===== src/rtl/hr_xfer_fifo_bank_pkg.sv =====
// Shared constants for the hierarchical-ring transfer-buffer bank: channel indices and flit geometry.
// The flit width and valid-bit position come from defines.v when that file is compiled first.
`ifndef HR_CONTROL_N
`define HR_CONTROL_N 16
`endif
`ifndef HR_VALID_F
`define HR_VALID_F 15
`endif

package hr_xfer_fifo_bank_pkg;
  localparam int NUM_CH  = 4;
  localparam int CH_L0   = 0;
  localparam int CH_L1   = 1;
  localparam int CH_G0   = 2;
  localparam int CH_G1   = 3;
  localparam int FLIT_W  = `HR_CONTROL_N;
  localparam int VALID_F = `HR_VALID_F;
endpackage


===== src/rtl/hr_xfer_fifo_bank_if.sv =====
// Bridge-to-bank bus: per-channel enqueue/dequeue strobes, head flits, full flags, errors and statistics.
interface hr_xfer_fifo_bank_if #(
  parameter int STAT_W = 8
);
  import hr_xfer_fifo_bank_pkg::*;

  // enQ_i/deQ_i are single-cycle strobes with no ready. bfull_o is the only backpressure: the
  // bridge must not raise enQ_i on a full channel unless it raises deQ_i on it in the same cycle.
  logic [NUM_CH*FLIT_W-1:0] fifo_d_i;
  logic [NUM_CH-1:0]        enQ_i;
  logic [NUM_CH-1:0]        deQ_i;
  logic [NUM_CH*FLIT_W-1:0] fifo_q_o;
  logic [NUM_CH-1:0]        bfull_o;
  logic [NUM_CH-1:0]        err_o;
  logic [NUM_CH*STAT_W-1:0] hwm_o;
  logic [NUM_CH*STAT_W-1:0] drop_o;

  modport master (
    output fifo_d_i, enQ_i, deQ_i,
    input  fifo_q_o, bfull_o, err_o, hwm_o, drop_o
  );

  modport slave (
    input  fifo_d_i, enQ_i, deQ_i,
    output fifo_q_o, bfull_o, err_o, hwm_o, drop_o
  );
endinterface


===== src/rtl/hr_xfer_fifo_bank_fifo.sv =====
// One show-ahead transfer FIFO channel with sticky protocol error.
// With HR_FIFO_STATS_EN defined it also keeps a high-water mark and a saturating drop counter.
module hr_xfer_fifo
  import hr_xfer_fifo_bank_pkg::*;
#(
  parameter int DEPTH  = 4,
  parameter int STAT_W = 8
) (
  input  logic              clk,
  input  logic              rst,
  input  logic [FLIT_W-1:0] d,
  input  logic              enq,
  input  logic              deq,
  output logic [FLIT_W-1:0] q,
  output logic              bfull,
  output logic              err,
  output logic [STAT_W-1:0] hwm,
  output logic [STAT_W-1:0] drop
);
  localparam int AW = $clog2(DEPTH);
  localparam logic [AW:0]   FULL_CNT = (AW+1)'(DEPTH);
  localparam logic [AW:0]   CNT_ONE  = 1;
  localparam logic [AW-1:0] PTR_ONE  = 1;

  logic [FLIT_W-1:0] mem [DEPTH];
  logic [AW-1:0]     wr_ptr, rd_ptr;
  logic [AW:0]       count, count_nxt;
  logic              is_empty, is_full, push, pop, ovf, proto_err;

  always_comb begin
    is_empty  = (count == '0);
    is_full   = (count == FULL_CNT);
    // A full channel still accepts a push when it pops in the same cycle (bridge swap).
    push      = enq & d[VALID_F] & (~is_full | deq);
    pop       = deq & ~is_empty;
    ovf       = enq & is_full & ~deq;
    proto_err = ovf | (deq & is_empty) | (enq & ~d[VALID_F]);
    count_nxt = count;
    if (push && !pop) begin
      count_nxt = count + CNT_ONE;
    end else if (pop && !push) begin
      count_nxt = count - CNT_ONE;
    end
  end

  always_ff @(posedge clk) begin
    if (rst) begin
      wr_ptr <= '0;
      rd_ptr <= '0;
      count  <= '0;
      err    <= 1'b0;
    end else begin
      if (push) wr_ptr <= wr_ptr + PTR_ONE;
      if (pop)  rd_ptr <= rd_ptr + PTR_ONE;
      count <= count_nxt;
      if (proto_err) err <= 1'b1;
    end
  end

  always_ff @(posedge clk) begin
    if (push && !rst) mem[wr_ptr] <= d;
  end

  assign q     = is_empty ? '0 : mem[rd_ptr];
  assign bfull = is_full;

`ifdef HR_FIFO_STATS_EN
  localparam logic [STAT_W-1:0] STAT_ONE = 1;

  always_ff @(posedge clk) begin
    if (rst) begin
      hwm  <= '0;
      drop <= '0;
    end else begin
      if (STAT_W'(count_nxt) > hwm) hwm <= STAT_W'(count_nxt);
      if (ovf && drop != '1) drop <= drop + STAT_ONE;
    end
  end
`else
  assign hwm  = '0;
  assign drop = '0;
`endif
endmodule


===== src/rtl/hr_xfer_fifo_bank.sv =====
// Transfer-buffer bank for the 4-port hierarchical-ring bridge: one independent FIFO per port (l0,l1,g0,g1).
// Optional statistics (hwm_o, drop_o) are built only when HR_FIFO_STATS_EN is defined.
module hr_xfer_fifo_bank
  import hr_xfer_fifo_bank_pkg::*;
#(
  parameter int DEPTH  = 4,
  parameter int STAT_W = 8
) (
  input logic                clk,
  input logic                rst,
  hr_xfer_fifo_bank_if.slave bus
);
  logic [NUM_CH-1:0][FLIT_W-1:0] q_w;
  logic [NUM_CH-1:0][STAT_W-1:0] hwm_w, drop_w;
  logic [NUM_CH-1:0]             bfull_w, err_w;

  for (genvar c = 0; c < NUM_CH; c++) begin : g_ch
    hr_xfer_fifo #(
      .DEPTH  (DEPTH),
      .STAT_W (STAT_W)
    ) u_fifo (
      .clk   (clk),
      .rst   (rst),
      .d     (bus.fifo_d_i[c*FLIT_W +: FLIT_W]),
      .enq   (bus.enQ_i[c]),
      .deq   (bus.deQ_i[c]),
      .q     (q_w[c]),
      .bfull (bfull_w[c]),
      .err   (err_w[c]),
      .hwm   (hwm_w[c]),
      .drop  (drop_w[c])
    );
  end

  assign bus.fifo_q_o = q_w;
  assign bus.bfull_o  = bfull_w;
  assign bus.err_o    = err_w;
  assign bus.hwm_o    = hwm_w;
  assign bus.drop_o   = drop_w;
endmodule

===== src/flat_wrapper.sv =====
// flat-port wrapper written by rule: the top's interface ports become plain ports
module hr_xfer_fifo_bank_flat import hr_xfer_fifo_bank_pkg::*;
#(
  parameter int DEPTH  = 4,
  parameter int STAT_W = 8
)
  (clk, rst, bus_fifo_d_i, bus_enQ_i, bus_deQ_i, bus_fifo_q_o, bus_bfull_o, bus_err_o, bus_hwm_o, bus_drop_o);
  hr_xfer_fifo_bank_if #(.STAT_W(STAT_W)) bus_i ();
  input logic clk;
  input logic rst;
  input wire logic [$bits(bus_i.fifo_d_i)-1:0] bus_fifo_d_i;
  input wire logic [$bits(bus_i.enQ_i)-1:0] bus_enQ_i;
  input wire logic [$bits(bus_i.deQ_i)-1:0] bus_deQ_i;
  output wire logic [$bits(bus_i.fifo_q_o)-1:0] bus_fifo_q_o;
  output wire logic [$bits(bus_i.bfull_o)-1:0] bus_bfull_o;
  output wire logic [$bits(bus_i.err_o)-1:0] bus_err_o;
  output wire logic [$bits(bus_i.hwm_o)-1:0] bus_hwm_o;
  output wire logic [$bits(bus_i.drop_o)-1:0] bus_drop_o;
  assign bus_i.fifo_d_i = bus_fifo_d_i;
  assign bus_i.enQ_i = bus_enQ_i;
  assign bus_i.deQ_i = bus_deQ_i;
  assign bus_fifo_q_o = bus_i.fifo_q_o;
  assign bus_bfull_o = bus_i.bfull_o;
  assign bus_err_o = bus_i.err_o;
  assign bus_hwm_o = bus_i.hwm_o;
  assign bus_drop_o = bus_i.drop_o;
  hr_xfer_fifo_bank #(.DEPTH(DEPTH), .STAT_W(STAT_W)) u_core (.clk(clk), .rst(rst), .bus(bus_i));
endmodule

===== config.mk =====
export PLATFORM = sky130hd
export DESIGN_NAME = hr_xfer_fifo_bank_flat
export DESIGN_NICKNAME = d
export VERILOG_FILES = /design/src/rtl/hr_xfer_fifo_bank_pkg.sv /design/src/rtl/hr_xfer_fifo_bank_if.sv /design/src/rtl/hr_xfer_fifo_bank_fifo.sv /design/src/rtl/hr_xfer_fifo_bank.sv /design/src/flat_wrapper.sv
export SDC_FILE = /design/constraint.sdc
export NUM_CORES = 1
export LEC_CHECK = 0
export BUFFER_PORTS_ARGS = -buffer_cell sky130_fd_sc_hd__buf_2
export CAP_MARGIN = 20
export CELL_PAD_IN_SITES_DETAIL_PLACEMENT = 2
export CELL_PAD_IN_SITES_GLOBAL_PLACEMENT = 2
export CORE_UTILIZATION = 28
export CTS_CLUSTER_DIAMETER = 80
export DETAILED_ROUTE_END_ITERATION = 10
export PLACE_DENSITY_LB_ADDON = 0.08
export SLEW_MARGIN = 20
export SYNTH_ARGS = -nofsm -noshare
export SYNTH_HDL_FRONTEND = slang
export SYNTH_SLANG_ARGS = --single-unit

===== constraint.sdc =====
create_clock -name clk -period 5.85 [get_ports clk]
set_input_delay 1.17 -clock clk [delete_from_list [all_inputs] [get_ports clk]]
set_output_delay 1.17 -clock clk [all_outputs]
set_load 0.02 [all_outputs]

==> results of run 1 <==
## final cells by class
cell class / instances / area [µm²]
antenna: 1 / 2.50
clock buffer: 37 / 926
clock inverter: 27 / 293
fill: 4438 / 28700
inverter: 16 / 60.1
multi-input combinational: 356 / 3380
sequential: 296 / 8490
tap: 585 / 732
timing repair buffer: 154 / 793
## cells in the final DEF, fill, tap and decap left out, drive strengths merged
cell type / netlist / final
dfxtp: 40 / 40
mux2i: 8 / 8
nor3b: 4 / 4
bufinv: 0 / 6
or3: 8 / 8
o31ai: 4 / 4
mux4: 64 / 64
mux2: 4 / 4
and2b: 16 / 16
nor2b: 48 / 48
o21ai: 12 / 12
ha: 20 / 20
buf: 90 / 154
clkbuf: 7 / 37
nor3: 8 / 8
conb: 1 / 64
nand2: 8 / 8
clkinv: 0 / 16
xor2: 12 / 12
nor2: 28 / 28
a21oi: 16 / 16
edfxtp: 256 / 256
diode: 0 / 1
nand2b: 8 / 8
fa: 4 / 4
nor4b: 4 / 4
and2: 16 / 16
inv: 16 / 20
clkinvlp: 0 / 1
## routing by layer
layer  vias to the layer above  global-route usage, %
met3                        45                   3.00
li1                       2829                      -
met4                         4                   4.29
met1                      3203                   14.5
met2                       117                   22.9
met5                         -                      0
## worst max-delay path, delay by kind of cell, from the launching register on
kind / cells / cell delay [ps]
buffers and inverters: 2 / 490
flip-flops: 1 / 520
multiplexers: 1 / 590
AND/OR/NAND/NOR: 1 / 210
## metrics by stage
stage	power [W]	setup slack, ps	util, %
CTS	0.00632	2240	33.8
global route	0.00650	2170	33.8
floorplan	0.00355	3090	-
global placement	0.00395	2610	31.0
detailed placement	0.00399	2430	31.0
finish	0.00618	2330	33.8
## sequential cells by signal (all words and copies together) (netlist names), named ones only
name	cells
u_core.g_ch.u_fifo.count	12
u_core.g_ch.u_fifo.err	4
u_core.g_ch.u_fifo.mem	256
u_core.g_ch.u_fifo.rd_ptr	8
u_core.g_ch.u_fifo.wr_ptr	8
## power groups by stage
| stage | Sequential [W] | Combinational, W | Clock, W |
|---|---|---|---|
| floorplan | 0.00250 | 0.00105 | 0 |
| global placement | 0.00256 | 0.00139 | 0 |
| detailed placement | 0.00257 | 0.00142 | 0 |
| CTS | 0.00252 | 0.00143 | 0.00236 |
| global route | 0.00254 | 0.00151 | 0.00244 |
| finish | 0.00252 | 0.00138 | 0.00228 |
## how the worst min path moves through the flow
stage / depth (start not counted) / end / from / slack (ps)
final: 2 / flip-flop / u_core.g_ch[3].u_fifo.rd_ptr[1] / 510
after global routing: 2 / u_core.g_ch[0].u_fifo.wr_ptr[1] / u_core.g_ch[0].u_fifo.wr_ptr[1] / 560
after CTS: 2 / flip-flop / u_core.g_ch[3].u_fifo.rd_ptr[1] / 520
after detailed placement: 2 / flip-flop / u_core.g_ch[3].u_fifo.rd_ptr[1] / 510
after global placement: 2 / flip-flop / u_core.g_ch[1].u_fifo.rd_ptr[1] / 470
after floorplan: 2 / flip-flop / u_core.g_ch[3].u_fifo.rd_ptr[1] / 460
## cells by family (layout without fill, tap and decap cells)
logic type / count (synthesis) / in the layout / synth area share, %
DFF: 296 / 296 / 68.4
and+or+nand+nor: 148 / 148 / 7.59
buffers and inverters: 113 / 234 / 6.25
muxes: 76 / 76 / 12.8
AOI/OAI and AO/OA: 32 / 32 / 1.37
adders and majority gates: 24 / 24 / 2.66
xor gates and xnor gates: 12 / 12 / 0.847
other: 1 / 65 / 0.0302
==> summary.md, run 1 <==
| Metric | Value |
|---|---|
| Top Metal Used | met5 |
| Initial DRC count | 205 |
| Slew margin rel. | roughly a third |
| Final Skew | 19.2 ps |
| P&R area growth vs syn | 18.3% |
| Core ar. | 43400 µm² |
| Die Wd | 212 µm |
| Sequential fraction of the synthesis area | 68.4% |
| Sequential share of power | 40.8% |
| Initial antenna violation count | 3 |
| Yosys reg bits | 296 |
| HP Class | reg -> reg |
| CTS buffer count | 36 |
| CTS H-tree depth | 2 |
| Die Y | 212 µm |
| Worst R2R Start | u_core.g_ch[1].u_fifo.count[0] |
| Reg2reg setup slack | 3410 ps |
| Vias in the first global route | about 7200 |
| Clock root cell | clkbuf_16 |
| Syn Inst Count | 702 |
| GPL Wtd Cong | 0.667 |
| Yosys top cell area share | 62.0% |
| Crit Reg-Reg Endpoint | u_core.g_ch[1].u_fifo.count[2] |
| Clk sinks | 296 |
| Crit path required time | between 4000 and 5000 ps |
| Cell Chain, Critical Path | buf_4 > mux4_1 > and2b_1 > buf_2 |
| Worst-Skew Late Latency | about 540 ps |
| Remaining Overflow, GRT | 0 |
| Pint | 0.00437 W |
| Crit Path Category | reg -> out |
| Number of flops mapped to enable cells by yosys | 256 |
| Period Utilization, post-route | 60.2% |
| Routed wire length | 27600 µm |
| Clock-pin slew on the worst setup and hold paths | approximately 60 ps |
| Synth Flop Type | edfxtp_1 |
| Crit-path slowest cell | mux4_1 |
| WP data arrival | 2350 ps |
| Initial core utilization | 28.6% |
| Synth Cell Area | 12400 µm² |
| Leakage | around 5.3 nW |
| Post-Place Cells | 1407 |
| Synth top cells by count | edfxtp_1 (256), buf_4 (72), mux4_2 (58), nor2b_1 (48), dfxtp_1 (40) |
| TritonCTS clock tree | built |
| Setup TNS | 0 ps |
| Peak supply drop | 0.245 mV |
| Final instance count without filler cells | 1472 |
| Avg Cell Area, Syn | 17.7 µm² |
| Die area | 45100 µm² |
| Drt first pass iters | 4 |
| Synth area leader | edfxtp_1 |
| CP max FO | 12 |
| WL met3 | 1180 µm |
| Number of port buffers | around 150 |
| Max cap viols | 0 |
| Crit path launch type | flip-flop |
| PwrDens | 421 nW/µm² |
| Net Sw Frac | 29.2% |
| CP Capture Type | output port |
| Post-CTS Setup Inserts | 0 |
| Vias per cell | 4.21 |
| Io pins | between 200 and 250 |
| Clock power frac | 37.0% |
| DP Wirelength | between 15000 and 20000 µm |
| Fin area | ~15000 µm² |
| Largest net degree at the start of global routing | 34 |
| Post-place instance area | between 10000 and 15000 µm² |
| Reg2reg path depth | 8 |
| DRC violations left | 0 |
| Switch Pwr | between 0.0015 and 0.002 W |
| Metal1 wirelength | ~11000 µm |
| Synth warn | 0 |
| Final Max Slew Viols | 0 |
| Met2 routed WL | 14800 µm |
| Most common cell in the netlist | edfxtp_1 |
| Logic pwr share | 22.3% |
| Share of cells above drive strength 1 | a little under a third |
| Asr flop ratio synth | 0% |
| Least-Margin Pin Slew | 985 ps |
| Crit path time final | 3520 ps |
| Clk buf depth | 3 |
| First-pass GRT wire length | 42500 µm |
| RSZ-0062 raised after global routing | false |
| Post-DR wirelength/cell | 18.8 µm |
| Post-DRT Antenna Nets | 0 |
| F_max | 0.284 GHz |
| Site Rows | 76 |
| Setup violators final | 0 |
| Tot GR Track Use | roughly 13% |
| Setup crit end | bus_fifo_q_o[47] |
| Post-CTS sizing | 0 |
| Slowest stage delay, CP | 590 ps |
| Synth top area cells | edfxtp_1 (62%), mux4_2 (11%), dfxtp_1 (6.5%), buf_4 (4.4%), nor2b_1 (2.4%) |
| Via count | roughly 6200 |
| NumNets Final | around 960 |
| Library cells used by synthesis | 31 |
| Hold-fix buffers, CTS | 0 |
| Hold Slack | 510 ps |
| Final Hold Viols | 0 |
| Status | finished clean |
Note: power is estimated with default switching activity, not from simulation.
==> inputs of run 2 (changes only) <==
Settings changed: ABC_AREA from default to 1.
Clock period 5.85 ns to 3.54 ns, I/O delays scaled along.
==> run 2 against run 1 <==
Compared with the run above:
- register-to-register slack got worse by 2000 ps
- critical path depth is the same
- non-clock buffer count is 18 higher
- count of clock-buffer cells in the layout is 13 higher
- clock power grew 58%
- hold slack got worse by 130 ps
- global-route usage rose by 1.5 points
- via count is 36% higher
- largest cell class unchanged
- largest power group unchanged
==> summary.md, run 2 <==
| Metric | Value |
|---|---|
| Drt first pass iters | 5 |
| Least-Margin Pin Slew | around 730 ps |
| CTS buffer count | 37 |
| Share of cells above drive strength 1 | between 10% and 20% |
| Leakage | between 5 and 6 nW |
| Post-DR wirelength/cell | about 17 µm |
| Cell Chain, Critical Path | inv_2 > o21ai_0 > a21oi_1 > buf_2 |
| Initial DRC count | 199 |
| Die Y | 217 µm |
| Yosys reg bits | between 200 and 300 |
| Avg Cell Area, Syn | ~11 µm² |
| Via count | 8445 |
| Crit Path Category | reg -> out |
| Most common cell in the netlist | nor2_1 |
| Largest registers | u_core.g_ch.u_fifo.mem x256, u_core.g_ch.u_fifo.count x12 |
| Delay-heaviest family, CP | flip-flops |
| Syn Inst Count | 1158 |
| Post-CTS sizing | 0 |
| Post-CTS Setup Inserts | 0 |
| Slew margin rel. | about half |
| Final Skew | 12.2 ps |
| Crit path launch type | flip-flop |
| Fin area | 15100 µm² |
| Synth warn | 0 |
| Die area | 47000 µm² |
| Crit path time final | roughly 3100 ps |
| TritonCTS clock tree | built |
| Synth Flop Type | edfxtp_1 |
| CTS H-tree depth | 2 |
| Post-place instance area | roughly 14000 µm² |
| Largest net degree at the start of global routing | 34 |
| DP Wirelength | around 21000 µm |
| Period Utilization, post-route | 87.5% |
| Post-DRT Antenna Nets | 0 |
| Status | finished clean |
| Initial antenna violation count | 5 |
| Setup violators final | 0 |
| Synth area leader | edfxtp_1 |
| Biggest register | u_core.g_ch.u_fifo.mem |
| Vias in the first global route | 9130 |
| RSZ-0062 raised after global routing | false |
| Library cells used by synthesis | 30 |
| Most common cell after layout, fill and taps aside | nor2_1 |
| Slowest stage delay, CP | 790 ps |
| Most frequent cells in the layout | nor2_1 (306), edfxtp_1 (256), buf_2 (145) |
| Routed wire length | about 33000 µm |
| Synth top area cells | edfxtp_1 (59%), nor2_1 (8.9%), dfxtp_1 (6.2%), buf_4 (4.5%), o21ai_1 (4.1%) |
| Die Wd | 217 µm |
| Final Max Slew Viols | 0 |
| Io pins | 210 |
| Clk buf depth | 3 |
| Synth top cells by count | nor2_1 (306), edfxtp_1 (256), o21ai_1 (107), a21oi_1 (79), buf_4 (78) |
| WP data arrival | 2390 ps |
| NumNets Final | ~1400 |
| Sequential fraction of the synthesis area | roughly two thirds |
| Clk sinks | 296 |
| Asr flop ratio synth | 0% |
| Peak supply drop | around 0.42 mV |
| Core ar. | 45500 µm² |
| Max cap viols | 0 |
| Initial core utilization | between 20% and 30% |
| Clock root cell | clkbuf_16 |
| HP Class | in -> reg |
| Remaining Overflow, GRT | 0 |
| Hold-fix buffers, CTS | 0 |
| Site Rows | 78 |
| Max reg flops | 256 |
| Number of flops mapped to enable cells by yosys | 256 |
| Setup TNS | 0 ps |
| DRC violations left | 0 |
| F_max | 0.323 GHz |
| Final Hold Viols | 0 |
| GPL Wtd Cong | around 0.7 |
| P&R area growth vs syn | 16.4% |
| First-pass GRT wire length | about 51000 µm |
| Vias per cell | ~4.3 |
| PwrDens | 754 nW/µm² |
| Synth Cell Area | 12900 µm² |
| Crit path required time | 2830 ps |
| Worst-Skew Late Latency | around 540 ps |
| CP Capture Type | output port |
| Yosys top cell area share | between 50% and 60% |
| CP max FO | 32 |
| CP Buf/Inv Count | 2 |
| Number of port buffers | ~150 |
| Crit-path slowest cell | dfxtp_1 |
| Tot GR Track Use | 14.2% |
| Clock-pin slew on the worst setup and hold paths | 60 ps |
run 2: final cells by class:
type / instances / area [µm²]
sequential: 296 / 8490
clock inverter: 17 / 156
tap: 600 / 751
inverter: 81 / 319
timing repair buffer: 172 / 928
multi-input combinational: 724 / 3400
clock buffer: 50 / 1000
antenna: 3 / 7.51
fill: 4945 / 30400
run 2: metal layers:
layer,part of all wire [%],GRT usage (%)
met4,2.0,5.35
met5,0.10,0
met2,53,25.8
met1,41,16.3
met3,3.9,2.80
run 2: metrics by stage:
stage	power [W]	utilization (%)	std cells	hold slack, ps	worst slack (ps)
detailed placement	0.00796	30.5	1873	505	993
floorplan	0.00693	-	1221	466	1380
CTS	0.0117	33.1	1940	331	317
global placement	0.00789	30.5	1873	494	1030
global route	0.0121	33.1	1941	352	230
finish	0.0114	33.1	1943	380	443
run 2: cell families (layout without fill, tap and decap cells):
group	after synthesis	after routing	share of synthesized area [%]
buffers and inverters	201	320	9.88
xor gates and xnor gates	3	3	0.203
AOI/OAI and AO/OA	214	214	8.34
adders and majority gates	24	24	2.55
and+or+nand+nor	419	419	13.4
DFF	296	296	65.6
other	1	67	0.0290
run 2: path summary, 6_finish.rpt:
path                                                      start                          endpoint  slack, ps  cells after the start
worst min-delay path                           bus_fifo_d_i[59]  u_core.g_ch[3].u_fifo.mem[3][11]        380                      1
worst max-delay path                                  flip-flop                   bus_fifo_q_o[6]        440                      4
worst min register to register  u_core.g_ch[0].u_fifo.rd_ptr[1]                         flip-flop        510                      2
worst max register to register   u_core.g_ch[2].u_fifo.count[0]    u_core.g_ch[2].u_fifo.count[2]       1440                     12
run 2: report_power, final:
part | internal [W] | leakage (nW) | switching, W
registers | 0.00399 | 2.64 | 0.000187
clock network | 0.00215 | 0.566 | 0.00145
logic | 0.00103 | 2.58 | 0.00255
total | 0.00717 | 5.78 | 0.00418
==> inputs of run 3 (changes only) <==
Settings changed: GPL_TIMING_DRIVEN from default to 0, MAX_ROUTING_LAYER from default to met4.
==> run 3 against run 2 <==
Compared with the run above:
- global-route usage is 1.6 points higher
- register-to-register slack improved by 20 ps
- sequential share of layout area decreased by 4.0 points
- sequential power about the same
- wire length grew 8.4%
- cell count is 5.9% higher
- critical path depth is 2 higher
- combinational power rose by 15%
- hold slack got worse by 9.3 ps
- die area did not move
- clock skew rose by 7.5 ps
- design area up 7.6%
- critical path type unchanged
==> summary.md, run 3 (synthesis gave the netlist of run 2 again) <==
| Metric | Value |
|---|---|
| Period Utilization, post-route | 74.4% |
| Hold worst-path end | u_core.g_ch[2].u_fifo.mem[3][0] |
| Worst-Skew Late Latency | between 500 and 600 ps |
| DP Wirelength | 25500 µm |
| Clk buf depth | 3 |
| Reg2reg setup slack | 1460 ps |
| Peak supply drop | 0.422 mV |
| Largest net degree at the start of global routing | 13 |
| Hold-fix buffers, CTS | 0 |
| Crit path launch type | flip-flop |
| Die area | 47000 µm² |
| Crit path time final | 2630 ps |
| WP data arrival | 1930 ps |
| Initial core utilization | 28.4% |
| Reg2reg path depth | 12 |
| RSZ-0062 raised after global routing | false |
| Hold Path Cell Cnt | 1 |
| Post-CTS sizing | 0 |
| HP Class | in -> reg |
| Share of cells above drive strength 1 | 27.2% |
| CP Buf/Inv Count | 4 |
| Core ar. | 45500 µm² |
| Tot GR Track Use | 15.8% |
| CP Capture Type | output port |
| Initial antenna violation count | 6 |
| Clock-pin slew on the worst setup and hold paths | 50 ps |
| Remaining Overflow, GRT | 0 |
| Crit Path Category | reg -> out |
| Post-CTS Setup Inserts | 0 |
| Total power | ~0.012 W |
| Top Metal Used | met4 |
| Least-Margin Pin Slew | 619 ps |
| Clock root cell | clkbuf_16 |
| Crit path required time | 2830 ps |
| Max cap viols | 0 |
| Largest registers | u_core.g_ch.u_fifo.mem x256, u_core.g_ch.u_fifo.count x12 |
| Max reg flops | 256 |
| Final Skew | about 20 ps |
| TritonCTS clock tree | built |
| Slowest stage delay, CP | about 300 ps |
| Fillers | between 4000 and 5000 |
| Status | finished clean |
| Biggest register | u_core.g_ch.u_fifo.mem |
| CP max FO | 10 |
| Clk sinks | 296 |
| F_max | 0.380 GHz |
| CTS H-tree depth | 2 |
| Die Wd | 217 µm |
| Vias in the first global route | 9668 |
| Setup violators final | 0 |
| Core Util, Final | 35.6% |
| Post-DRT Antenna Nets | 0 |
| Most frequent cells in the layout | nor2_1 (290), edfxtp_1 (256), buf_2 (160) |
| Area of the multi-input gates | 3440 µm² |
| Number of port buffers | 145 |
| Delay-heaviest family, CP | buffers and inverters |
| Final Max Slew Viols | 0 |
| Final Hold Viols | 0 |
| Met2 routed WL | 18600 µm |
| Leakage | between 6 and 7 nW |
| WP depth | 6 |
| Setup TNS | 0 ps |
| First-pass GRT wire length | 54600 µm |
| Io pins | 210 |
| Metal1 wirelength | 15000 µm |
| Crit Reg-Reg Endpoint | u_core.g_ch[2].u_fifo.count[2] |
| WL met3 | 1300 µm |
| Final instance count without filler cells | 2057 |
| Slew margin rel. | between 50% and 60% |
| PwrDens | 752 nW/µm² |
| Cell Chain, Critical Path | buf_6 > inv_2 > clkbuf_2 > o21ai_0 > a21oi_1 > buf_2 |
| Site Rows | 78 |
| Sequential standard cell area | between 8000 and 9000 µm² |
| Most common cell after layout, fill and taps aside | nor2_1 |
| Post-Place Cells | 1982 |
| Initial DRC count | 224 |
| Worst Hold Launch | bus_fifo_d_i[32] |
| Post-place instance area | 14900 µm² |
| P&R area growth vs syn | 25.3% |
| Drt first pass iters | 4 |
| NumNets Final | 1520 |
| Worst R2R Start | u_core.g_ch[2].u_fifo.count[0] |
| Via count | 8906 |
| Routed wire length | 35700 µm |
| DRC violations left | 0 |
| GPL Wtd Cong | between 0.7 and 0.8 |
| Vias per cell | around 4.3 |
| CTS buffer count | 38 |
| Fin area | between 15000 and 20000 µm² |
| Crit-path slowest cell | dfxtp_1 |
| Die Y | roughly 220 µm |
| Post-DR wirelength/cell | approximately 17 µm |
-- run 3: how the worst max path moves through the flow --
stage	from	end
finish	flip-flop	bus_fifo_q_o[32]
global route	flip-flop	bus_fifo_q_o[9]
CTS	flip-flop	bus_fifo_q_o[32]
detailed placement	bus_fifo_d_i[47]	u_core.g_ch[2].u_fifo.count[2]
floorplan	bus_fifo_d_i[47]	u_core.g_ch[2].u_fifo.count[2]
global placement	rst	u_core.g_ch[1].u_fifo.mem[0][3]
-- run 3: routing by layer --
| layer | up-vias | global-route usage, % |
|---|---|---|
| li1 | 4322 | - |
| met1 | 4391 | 17.7 |
| met2 | 144 | 28.2 |
| met3 | 49 | 2.75 |
| met4 | 0 | 5.66 |
| met5 | - | - |
-- run 3: layout make-up --
type / count / share of cell area, %
flip-flops and latches: 296 / 52.4
clock buffers: 51 / 6.43
well taps: 600 / 4.63
diodes: 6 / 0.0927
plain buffers: 120 / 5.92
inverters: 81 / 1.97
clock inverters: 18 / 1.43
multi-input cells: 724 / 21.3
repair buffers: 161 / 5.87
-- run 3: metrics by stage --
stage | setup slack (ps) | hold slack [ps]
3_5_place_dp | 1030 | 504
4_1_cts | 794 | 327
2_1_floorplan | 1380 | 466
6_report | 906 | 371
3_3_place_gp | 287 | 493
5_1_grt | 780 | 351
-- run 3: worst reg2reg max path, cell delays in order (launching register included) --
cell,delay (ps)
dfxtp_1,440
nor2_4,90
nand3_2,100
nand2_1,70
inv_2,110
ha_1,160
inv_1,70
fa_1,430
or2_2,320
nand3_1,70
nand2_1,50
inv_1,50
nor2_1,30
-- run 3: power breakdown --
group	internal, W	switching [W]	leakage, nW	total (W)
clock network	0.00244	0.00151	0.622	0.00395
registers	0.00399	0.000152	2.64	0.00414
logic	0.00135	0.00275	3.18	0.00410
total	0.00777	0.00441	6.44	0.0122
